## config.mk

```make
export PLATFORM = sky130hd
export DESIGN_NAME = poly_tonegen_flat
export DESIGN_NICKNAME = d
export VERILOG_FILES = /design/src/rtl/poly_tonegen_if.sv /design/src/rtl/poly_tonegen.sv /design/src/flat_wrapper.sv
export SDC_FILE = /design/constraint.sdc
export NUM_CORES = 1
export LEC_CHECK = 0
export ABC_AREA = 0
export CAP_MARGIN = 20
export CORE_MARGIN = 1.5
export CORE_UTILIZATION = 25
export DETAILED_ROUTE_END_ITERATION = 16
export PLACE_DENSITY_LB_ADDON = 0.3
export SETUP_SLACK_MARGIN = 0.02
export SLEW_MARGIN = 10
export SYNTH_ARGS = -nofsm -noshare
export SYNTH_HDL_FRONTEND = slang
export SYNTH_SLANG_ARGS = --single-unit
```

## constraint.sdc

```tcl
create_clock -name clk -period 4.52 [get_ports clk]
set_clock_uncertainty 0.2 [all_clocks]
set_input_delay 0.904 -clock clk [delete_from_list [all_inputs] [get_ports clk]]
set_output_delay 0.904 -clock clk [all_outputs]
set_load 0.02 [all_outputs]
```

## src/rtl/poly_tonegen_if.sv

```systemverilog
// Command/audio bundle between the UART byte source and poly_tonegen.
// The master drives command bytes; the slave (the tone generator) returns audio and status.
interface poly_tonegen_if #(
    parameter int VOICES = 4
);
    logic [7:0]        data;
    logic              data_valid;
    logic              signal;
    logic [VOICES-1:0] active_mask;
    logic              busy;
    logic              overrun;

    modport master (output data, data_valid, input signal, active_mask, busy, overrun);
    modport slave  (input data, data_valid, output signal, active_mask, busy, overrun);
endinterface

```

## src/rtl/poly_tonegen.sv

```systemverilog
// Polyphonic square-wave tone generator with sigma-delta mixing onto a 1-bit output.
// Optional macro TONEGEN_STEAL_EN: a note-on with all voices busy steals a voice round-robin.
//   state   | meaning
//   S_IDLE  | waiting for a command byte
//   S_DIV   | reducing note to (semitone, octave) by repeated subtraction of 12
//   S_ALLOC | allocating / releasing a voice
module poly_tonegen #(
    parameter int CLK_HZ = 50_000_000,
    parameter int VOICES = 4,
    parameter int DIV_W  = 22
) (
    input  logic           clk,
    input  logic           rst_n,
    poly_tonegen_if.slave  bus
);
    localparam int PTR_W = (VOICES > 1) ? $clog2(VOICES) : 1;
    localparam int SUM_W = $clog2(VOICES + 1);
    localparam int ACC_W = $clog2(2 * VOICES);

    typedef enum logic [1:0] {S_IDLE, S_DIV, S_ALLOC} state_t;

    function automatic logic [DIV_W-1:0] rom_val(input int k);
        real r;
        if (k > 11) return '0;
        r = real'(CLK_HZ) / (2.0 * 8.17580 * (2.0 ** (real'(k) / 12.0)));
        return DIV_W'($rtoi(r + 0.5));
    endfunction

    localparam logic [DIV_W-1:0] ROM [16] = '{
        rom_val(0),  rom_val(1),  rom_val(2),  rom_val(3),  rom_val(4),  rom_val(5),
        rom_val(6),  rom_val(7),  rom_val(8),  rom_val(9),  rom_val(10), rom_val(11),
        rom_val(12), rom_val(13), rom_val(14), rom_val(15)};

    state_t             state_q, state_d;
    logic [7:0]         cmd_q, cmd_d;
    logic [6:0]         rem_q, rem_d;
    logic [3:0]         oct_q, oct_d;
    logic [VOICES-1:0]  mask_q, mask_d;
    logic [VOICES-1:0]  phase_q, phase_d;
    logic [6:0]         note_q [VOICES];
    logic [6:0]         note_d [VOICES];
    logic [DIV_W-1:0]   half_q [VOICES];
    logic [DIV_W-1:0]   half_d [VOICES];
    logic [DIV_W-1:0]   cnt_q  [VOICES];
    logic [DIV_W-1:0]   cnt_d  [VOICES];
    logic [ACC_W-1:0]   acc_q, acc_d;
    logic               signal_q, signal_d;
    logic               overrun_q, overrun_d;
`ifdef TONEGEN_STEAL_EN
    logic [PTR_W-1:0]   steal_ptr_q, steal_ptr_d;
`endif

    logic               hit, free;
    logic [PTR_W-1:0]   hit_idx, free_idx;
    logic [DIV_W-1:0]   half_w;
    logic [SUM_W-1:0]   sum;
    logic [ACC_W-1:0]   acc_n;

    always_ff @(posedge clk or negedge rst_n) begin
        if (!rst_n) state_q <= S_IDLE;
        else        state_q <= state_d;
    end

    always_comb begin
        state_d = state_q;
        case (state_q)
            S_IDLE:  if (bus.data_valid && bus.data != 8'h7F) state_d = S_DIV;
            S_DIV:   if (rem_q < 7'd12) state_d = S_ALLOC;
            S_ALLOC: state_d = S_IDLE;
            default: state_d = S_IDLE;
        endcase
    end

    always_comb begin
        bus.busy = (state_q != S_IDLE);
    end

    always_comb begin
        cmd_d     = cmd_q;
        rem_d     = rem_q;
        oct_d     = oct_q;
        mask_d    = mask_q;
        overrun_d = overrun_q;
        note_d    = note_q;
        half_d    = half_q;
`ifdef TONEGEN_STEAL_EN
        steal_ptr_d = steal_ptr_q;
`endif
        hit = 1'b0; hit_idx = '0; free = 1'b0; free_idx = '0;
        // Descending scan so the lowest matching index wins.
        for (int v = VOICES - 1; v >= 0; v--) begin
            if (mask_q[v] && note_q[v] == cmd_q[6:0]) begin
                hit = 1'b1; hit_idx = PTR_W'(v);
            end
            if (!mask_q[v]) begin
                free = 1'b1; free_idx = PTR_W'(v);
            end
        end
        half_w = ROM[rem_q[3:0]] >> oct_q;

        for (int v = 0; v < VOICES; v++) begin
            if (mask_q[v]) begin
                if (cnt_q[v] == half_q[v] - 1'b1) begin
                    cnt_d[v]   = '0;
                    phase_d[v] = ~phase_q[v];
                end else begin
                    cnt_d[v]   = cnt_q[v] + 1'b1;
                    phase_d[v] = phase_q[v];
                end
            end else begin
                cnt_d[v]   = '0;
                phase_d[v] = 1'b0;
            end
        end

        if (bus.data_valid && state_q != S_IDLE) overrun_d = 1'b1;

        case (state_q)
            S_IDLE: if (bus.data_valid) begin
                if (bus.data == 8'h7F) begin
                    mask_d = '0;
                end else begin
                    cmd_d = bus.data;
                    rem_d = bus.data[6:0];
                    oct_d = '0;
                end
            end
            S_DIV: if (rem_q >= 7'd12) begin
                rem_d = rem_q - 7'd12;
                oct_d = oct_q + 4'd1;
            end
            S_ALLOC: begin
                if (!cmd_q[7]) begin
                    if (hit) mask_d[hit_idx] = 1'b0;
                end else if (hit || free) begin
                    note_d[hit ? hit_idx : free_idx]  = cmd_q[6:0];
                    half_d[hit ? hit_idx : free_idx]  = half_w;
                    cnt_d[hit ? hit_idx : free_idx]   = '0;
                    phase_d[hit ? hit_idx : free_idx] = 1'b0;
                    mask_d[hit ? hit_idx : free_idx]  = 1'b1;
                end else begin
`ifdef TONEGEN_STEAL_EN
                    note_d[steal_ptr_q]  = cmd_q[6:0];
                    half_d[steal_ptr_q]  = half_w;
                    cnt_d[steal_ptr_q]   = '0;
                    phase_d[steal_ptr_q] = 1'b0;
                    steal_ptr_d = (steal_ptr_q == PTR_W'(VOICES - 1)) ? '0 : steal_ptr_q + 1'b1;
`else
                    overrun_d = 1'b1;
`endif
                end
            end
            default: ;
        endcase
    end

    // First-order sigma-delta: each cycle emits one pulse per VOICES units accumulated.
    always_comb begin
        sum   = SUM_W'($countones(phase_q & mask_q));
        acc_n = acc_q + ACC_W'(sum);
        if (acc_n >= ACC_W'(VOICES)) begin
            signal_d = 1'b1;
            acc_d    = acc_n - ACC_W'(VOICES);
        end else begin
            signal_d = 1'b0;
            acc_d    = acc_n;
        end
    end

    always_ff @(posedge clk or negedge rst_n) begin
        if (!rst_n) begin
            cmd_q     <= '0;
            rem_q     <= '0;
            oct_q     <= '0;
            mask_q    <= '0;
            phase_q   <= '0;
            acc_q     <= '0;
            signal_q  <= 1'b0;
            overrun_q <= 1'b0;
            for (int v = 0; v < VOICES; v++) begin
                note_q[v] <= '0;
                half_q[v] <= '0;
                cnt_q[v]  <= '0;
            end
`ifdef TONEGEN_STEAL_EN
            steal_ptr_q <= '0;
`endif
        end else begin
            cmd_q     <= cmd_d;
            rem_q     <= rem_d;
            oct_q     <= oct_d;
            mask_q    <= mask_d;
            phase_q   <= phase_d;
            acc_q     <= acc_d;
            signal_q  <= signal_d;
            overrun_q <= overrun_d;
            note_q    <= note_d;
            half_q    <= half_d;
            cnt_q     <= cnt_d;
`ifdef TONEGEN_STEAL_EN
            steal_ptr_q <= steal_ptr_d;
`endif
        end
    end

    assign bus.signal      = signal_q;
    assign bus.active_mask = mask_q;
    assign bus.overrun     = overrun_q;
endmodule

```

## src/flat_wrapper.sv

```systemverilog
// flat-port wrapper written by rule: the top's interface ports become plain ports
module poly_tonegen_flat 
#(
    parameter int CLK_HZ = 50_000_000,
    parameter int VOICES = 4,
    parameter int DIV_W  = 22
)
  (clk, rst_n, bus_data, bus_data_valid, bus_signal, bus_active_mask, bus_busy, bus_overrun);
  poly_tonegen_if #(.VOICES(VOICES)) bus_i ();
  input  logic clk;
  input  logic rst_n;
  input wire logic [$bits(bus_i.data)-1:0] bus_data;
  input wire logic [$bits(bus_i.data_valid)-1:0] bus_data_valid;
  output wire logic [$bits(bus_i.signal)-1:0] bus_signal;
  output wire logic [$bits(bus_i.active_mask)-1:0] bus_active_mask;
  output wire logic [$bits(bus_i.busy)-1:0] bus_busy;
  output wire logic [$bits(bus_i.overrun)-1:0] bus_overrun;
  assign bus_i.data = bus_data;
  assign bus_i.data_valid = bus_data_valid;
  assign bus_signal = bus_i.signal;
  assign bus_active_mask = bus_i.active_mask;
  assign bus_busy = bus_i.busy;
  assign bus_overrun = bus_i.overrun;
  poly_tonegen #(.CLK_HZ(CLK_HZ), .VOICES(VOICES), .DIV_W(DIV_W)) u_core (.clk(clk), .rst_n(rst_n), .bus(bus_i));
endmodule
```

==> impl_metrics.json, run 1 <==
{
  "synthTopCellsByArea": "dfrtp_1 38%, mux2_2 9.3%, xnor2_1 6.5%, xor2_1 5.2%, nor3_1 4.2%",
  "regToRegSetupSlack_ns": 0.90,
  "reg2reg_to": "u_core.half_q[72]",
  "crit_top_cell": "mux2_2",
  "die_width_um": 253.2,
  "arrival_ns": 3.92,
  "r2r_cells": 9,
  "cts_buffers": 30,
  "max_freq_ghz": 0.2764,
  "place_area_sq_mm": 0.01672,
  "path_clk_slew_ns": 0.05,
  "period_needed_ns": 3.618,
  "finalHoldViolCount": 0,
  "clockBufferDepth": 3,
  "drv_slew": 0,
  "grt_pass1_wl_mm": 68.19,
  "worst-path-max-fanout": 12,
  "r2r_start": "u_core.rem_q[0]",
  "relSlewSlack_pct": 29.88,
  "grt_pass1_vias": 12060,
  "dr.pass1.iters": 6,
  "status": "complete, no violations",
  "num_antenna_cells": 0,
  "startpoint_type": "register",
  "cts_setup_buffers": 0,
  "insertion_delay_ns": 0.57,
  "routedWlPerCell_um": 16.96,
  "postRouteAntennaNets": 0,
  "ff_latch_area_sq_mm": 0.005956,
  "yosys_most_used_dff": "dfrtp_1",
  "num_rows": 91,
  "cp_slowest_stage_delay_ns": 0.61,
  "synth_top_area_share_pct": 38.04,
  "wirelength_mm": 41.71,
  "grt.total_usage_pct": 13.15,
  "antenna_found_initial": 0,
  "synthesis.nets": 1661,
  "dpl.hpwl_mm": 29.89,
  "yosys_warnings": 0,
  "grt-ovfl-total": 0,
  "yosysMostFrequentCell": "dfrtp_1",
  "netlist_instances": 1630,
  "fp.dieH_um": 253.2,
  "initial_utilization_pct": 25.32,
  "root_buffer": "clkbuf_16",
  "layout-drive-gt1-share_pct": 15.35,
  "crit_type": "reg2reg",
  "multi_input_comb_area_sq_mm": 0.009149,
  "ys_ff_latch": 238,
  "mappedNetlistArea_sq_mm": 0.01566,
  "holdCritPathClass": "in2async",
  "n_fill_cell": 6454,
  "cts_htree_levels": 1,
  "netlist-cell-type-count": 86,
  "die_area_sq_mm": 0.06413,
  "syn_to_final_growth_pct": 12.78,
  "maxCapViolCount": 0,
  "portBuffers": 17,
  "ys_seq_area_share_pct": 38.04,
  "tns_ns": 0,
  "core_sq_mm": 0.06183,
  "num_io_pins": 18,
  "nNetsFinal": 1635,
  "hold_buffers": 0,
  "post-route-period-util_pct": 80.05,
  "gp_congestion": 0.8842,
  "worstPathCellList": "inv_1 > ha_1 > nand2_1 > and3_1 > o32ai_1 > mux2i_1 > mux2_2 > a21oi_1 > mux2_2",
  "synth_common_cells": "238 x dfrtp_1, 130 x nor3_1, 129 x mux2_2, 117 x xnor2_1, 93 x xor2_1",
  "end_kind": "register",
  "synth_edf_count": 0,
  "clock-sinks": 238,
  "crit_path_top_delay_cell": "ha_1",
  "synthArstFlopShare_pct": 100.0,
  "cp.required_ns": 4.82,
  "grt_start_max_net_pins": 96,
  "syn_area_per_cell_sq_um": 9.604,
  "rsz0062_at_grt": "no",
  "worst_pin_slew_ns": 1.044,
  "viasPerCell": 4.963,
  "yosys.area.top_type": "dfrtp_1",
  "design_area_sq_mm": 0.01766,
  "cts_tree": "done",
  "drtIter0Drc": 790,
  "drc_errors": 0,
  "setup_viol": 0,
  "num_vias": 12210,
  "cts_resized": 0
}
per-stage QoR:
stage	setup slack (ns)	std cells	hold slack, ns	util [%]
floorplan	1.093	1630	0.2605	-
global placement	0.9575	2409	0.2609	27.04
detailed placement	0.9182	2409	0.2694	27.04
CTS	0.8978	2459	0.2127	28.56
global route	0.5833	2459	0.2020	28.56
finish	0.9016	2459	0.1562	28.56
cells in the final DEF, fill, tap and decap left out, types with 16 or more instances in the layout:
master           netlist  layout
dfrtp_1              238     238
nor3_1               130     130
mux2_2               129     129
xnor2_1              117     117
xor2_1                93      93
nor2_1                90      90
nand2_1               82      82
o21ai_0               49      49
nand3_1               48      48
nand4_1               43      43
inv_1                 41      41
mux2i_1               41      41
a21oi_1               40      40
clkbuf_16              0      31
buf_4                  0      25
and3_1                22      22
nor4_1                21      21
o211ai_1              21      21
or3_1                 20      20
nand2b_1              20      20
nor2b_1               18      18
or4_1                 18      18
ha_1                  18      18
o22ai_1               17      17
clkdlybuf4s50_1        0      16
per-layer routing:
metal	share of wire (%)	GRT usage, %	routed length [um]
met1	49	18.42	20350
met2	46	21.47	19320
met3	3.3	1.634	1356
met4	1.6	3.028	682
met5	0	0	0
logic make-up (layout without fill, tap and decap cells):
logic type | after synthesis | after routing | share of synthesized area, %
simple gates | 601 | 601 | 21.25
flops | 238 | 238 | 38.04
compound gates | 237 | 237 | 10.53
xor+xnor | 210 | 210 | 11.75
other cells | 1 | 1 | 0.02395
mux | 177 | 177 | 12.91
buf+inv | 145 | 137 | 3.732
fa+ha+maj | 21 | 21 | 1.758
area by class of cell:
class | count | share of cell area, %
Sequential cell | 238 | 33.73
Inverter | 43 | 0.9142
Clock inverter | 12 | 0.5528
Timing Repair Buffer | 44 | 2.282
Clock buffer | 38 | 4.769
Multi-Input combinational cell | 1247 | 51.82
Tap cell | 837 | 5.932
worst max-delay path, delay by kind of cell, from the launching register on:
kind | cells | cell delay, ns
AO/OA/AOI/OAI | 2 | 0.87
flip-flops | 1 | 0.51
adder cells (fa/ha/maj) | 1 | 0.61
buffers and inverters | 1 | 0.17
AND/OR/NAND/NOR | 2 | 0.38
multiplexers | 3 | 0.81
registers in the layout, summed over array words and instances, names as in the netlist, 3 cells and up:
signal	count
u_core.phase_q	4
u_core.acc_q	3
u_core.cnt_q	88
u_core.cmd_q	8
u_core.bus.active_mask	4
u_core.half_q	88
u_core.oct_q	4
u_core.note_q	28
u_core.rem_q	7
how the worst max path moves through the flow:
stage | start | endpoint | slack [ns] | cells past startpoint
detailed placement | u_core.rem_q[0] | u_core.half_q[6] | 0.92 | 9
finish | u_core.rem_q[0] | u_core.half_q[72] | 0.90 | 9
CTS | u_core.rem_q[0] | u_core.half_q[72] | 0.90 | 9
global route | u_core.half_q[66] | u_core.cnt_q[84] | 0.58 | 9
floorplan | u_core.half_q[0] | u_core.cnt_q[10] | 1.09 | 10
global placement | u_core.half_q[22] | u_core.cnt_q[23] | 0.96 | 10
Power of run 1 is not shown: default switching activity piles up to over one toggle a cycle in this logic, so the estimate is an artifact.
==> inputs of run 2 (changes only) <==
clock period = 3.2 ns   (was 4.52 ns; I/O delays follow)
==> run 2 against run 1 <==
Cell count grew 5.8%. Worst hold slack gained 0.14 ns. Maximum frequency grew 16%. Sequential cell count is the same. First-iteration DRC count grew 3.0%. Wire length grew 5.5%. Via count grew 5.3%. Critical path depth shrank 2. Global-route usage grew 0.23 points. Core utilization grew 2.8 points. Cell area grew 9.7%. Register-to-register slack lost 0.81 ns. Critical endpoint is now u_core.phase_q[1]. Highest routed layer unchanged.
==> impl_metrics.json, run 2 (synthesized netlist as in run 1, its figures left out) <==
{
  "status": "complete, no violations",
  "placedCellCount": 2525,
  "worst-path-max-fanout": 7,
  "multi_input_comb_area_sq_mm": 0.009510,
  "final_cells": 2601,
  "cp_slowest_stage_delay_ns": 0.56,
  "core_sq_mm": 0.06183,
  "holdCritStartpoint": "u_core.rem_q[6]",
  "worstPathCellList": "or4_4 > or3_4 > o31a_1 > a211oi_1 > nand4bb_1 > or4_1 > a21oi_1",
  "dr.pass1.iters": 6,
  "r2r_start": "u_core.half_q[55]",
  "dpl.hpwl_mm": 31.63,
  "critical-path-top-delay-family": "simple AND/OR/NAND/NOR gates",
  "insertion_delay_ns": 0.57,
  "final_cell_mix": "234 x dfrtp_1, 144 x buf_4, 129 x mux2_2, 117 x xnor2_1, 115 x nor3_1",
  "regToRegSetupSlack_ns": 0.09,
  "worst_pin_slew_ns": 0.8479,
  "max_freq_ghz": 0.3216,
  "path_clk_slew_ns": 0.06,
  "nNetsFinal": 1778,
  "ff_latch_area_sq_mm": 0.005961,
  "crit_type": "reg2reg",
  "cts_buffers": 29,
  "hold-path-endpoint": "u_core.state_q[1]",
  "grt_pass1_vias": 12580,
  "portBuffers": 17,
  "setup_viol": 0,
  "cts_tree": "done",
  "setup_ws_ns": 0.09039,
  "fp.dieH_um": 253.2,
  "holdCritPathClass": "reg2reg",
  "gp_congestion": 0.8631,
  "top_regs": "u_core.cnt_q (88), u_core.half_q (88), u_core.note_q (28)",
  "die_area_sq_mm": 0.06413,
  "antenna_found_initial": 1,
  "period_needed_ns": 3.110,
  "cp.required_ns": 3.50,
  "syn_to_final_growth_pct": 23.76,
  "drv_slew": 0,
  "worstHoldPathCells": 1,
  "cts_htree_levels": 1,
  "clock-sinks": 238,
  "maxCapViolCount": 0,
  "die_width_um": 253.2,
  "design_area_sq_mm": 0.01937,
  "num_vias": 12850,
  "num_io_pins": 18,
  "grt-ovfl-total": 0,
  "drc_errors": 0,
  "grt_pass1_wl_mm": 69.41,
  "num_antenna_cells": 0,
  "grt_start_max_net_pins": 76,
  "postRouteAntennaNets": 0,
  "rsz0062_at_grt": "yes",
  "relSlewSlack_pct": 43.41,
  "layout-drive-gt1-share_pct": 25.51,
  "num_rows": 91,
  "cp.buffers_inverters": 0,
  "finalHoldViolCount": 0,
  "place_ws_ns": 0.006416,
  "drtIter0Drc": 814,
  "place_area_sq_mm": 0.01775,
  "root_buffer": "clkbuf_16",
  "r2r_cells": 7,
  "wirelength_mm": 44.03,
  "initial_utilization_pct": 25.32,
  "reg2reg_to": "u_core.phase_q[1]",
  "startpoint_type": "register",
  "clockBufferDepth": 3,
  "grt.total_usage_pct": 13.38,
  "post-route-period-util_pct": 97.18,
  "end_kind": "register",
  "crit_path_top_delay_cell": "or4_4",
  "arrival_ns": 3.41,
  "final_common_cell": "dfrtp_1",
  "viasPerCell": 4.942,
  "routedWlPerCell_um": 16.93,
  "n_fill_cell": 6305
}
==> run 2: changes by cell type in the layout (fill, tap and decap cells not counted), sizes merged <==
cell,change
buf,+136
clkbuf,+10
clkinv,-4
inv,+1
bufinv,+1
and4b,+1
clkinvlp,-4
dlygate4sd3,+1
==> run 2: per-stage QoR <==
stage | utilization [%] | hold WS [ns] | setup TNS [ns]
finish | 31.34 | 0.2980 | 0
detailed placement | 28.72 | 0.2826 | 0
CTS | 30.28 | 0.2912 | 0
global route | 31.34 | 0.3140 | -0.1697
floorplan | - | 0.1444 | 0
global placement | 28.72 | 0.2873 | 0
==> run 2: metal layers <==
metal,global-route usage (%),wire (um),up-vias
met1,18.96,21600,6410
li1,-,-,6184
met2,21.52,20070,198
met4,3.148,843,0
met5,0,0,-
met3,1.676,1511,61
==> run 2: timing repair <==
item	4_1_cts	5_1_grt
cloned	0	8
gates resized for setup	1	82
endpoints found under the hold margin	67	0
hold buffers	1	0
pin swaps	1	29
setup buffers	0	18
setup endpoints to repair	2	119
==> run 2: area by class of cell <==
type	count	area share (%)
Clock buffer	42	4.462
Tap cell	837	5.405
Sequential cell	238	30.77
Timing Repair Buffer	187	9.002
Multi-Input combinational cell	1248	49.09
Clock inverter	6	0.4456
Inverter	43	0.8331
==> run 2: worst max path at each step <==
stage                 startpoint                 to  slack [ns]  cells after the start
3_3_place_gp   u_core.half_q[32]   u_core.cnt_q[37]        0.06                      8
4_1_cts        u_core.half_q[66]  u_core.phase_q[0]       0.009                     10
6_report       u_core.half_q[55]  u_core.phase_q[1]        0.09                      7
2_1_floorplan  u_core.half_q[52]  u_core.phase_q[1]        0.03                     10
3_5_place_dp   u_core.half_q[66]  u_core.phase_q[0]       0.006                     11
5_1_grt        u_core.half_q[66]  u_core.phase_q[0]       -0.04                     11
Power of run 2 is left out for the same reason.
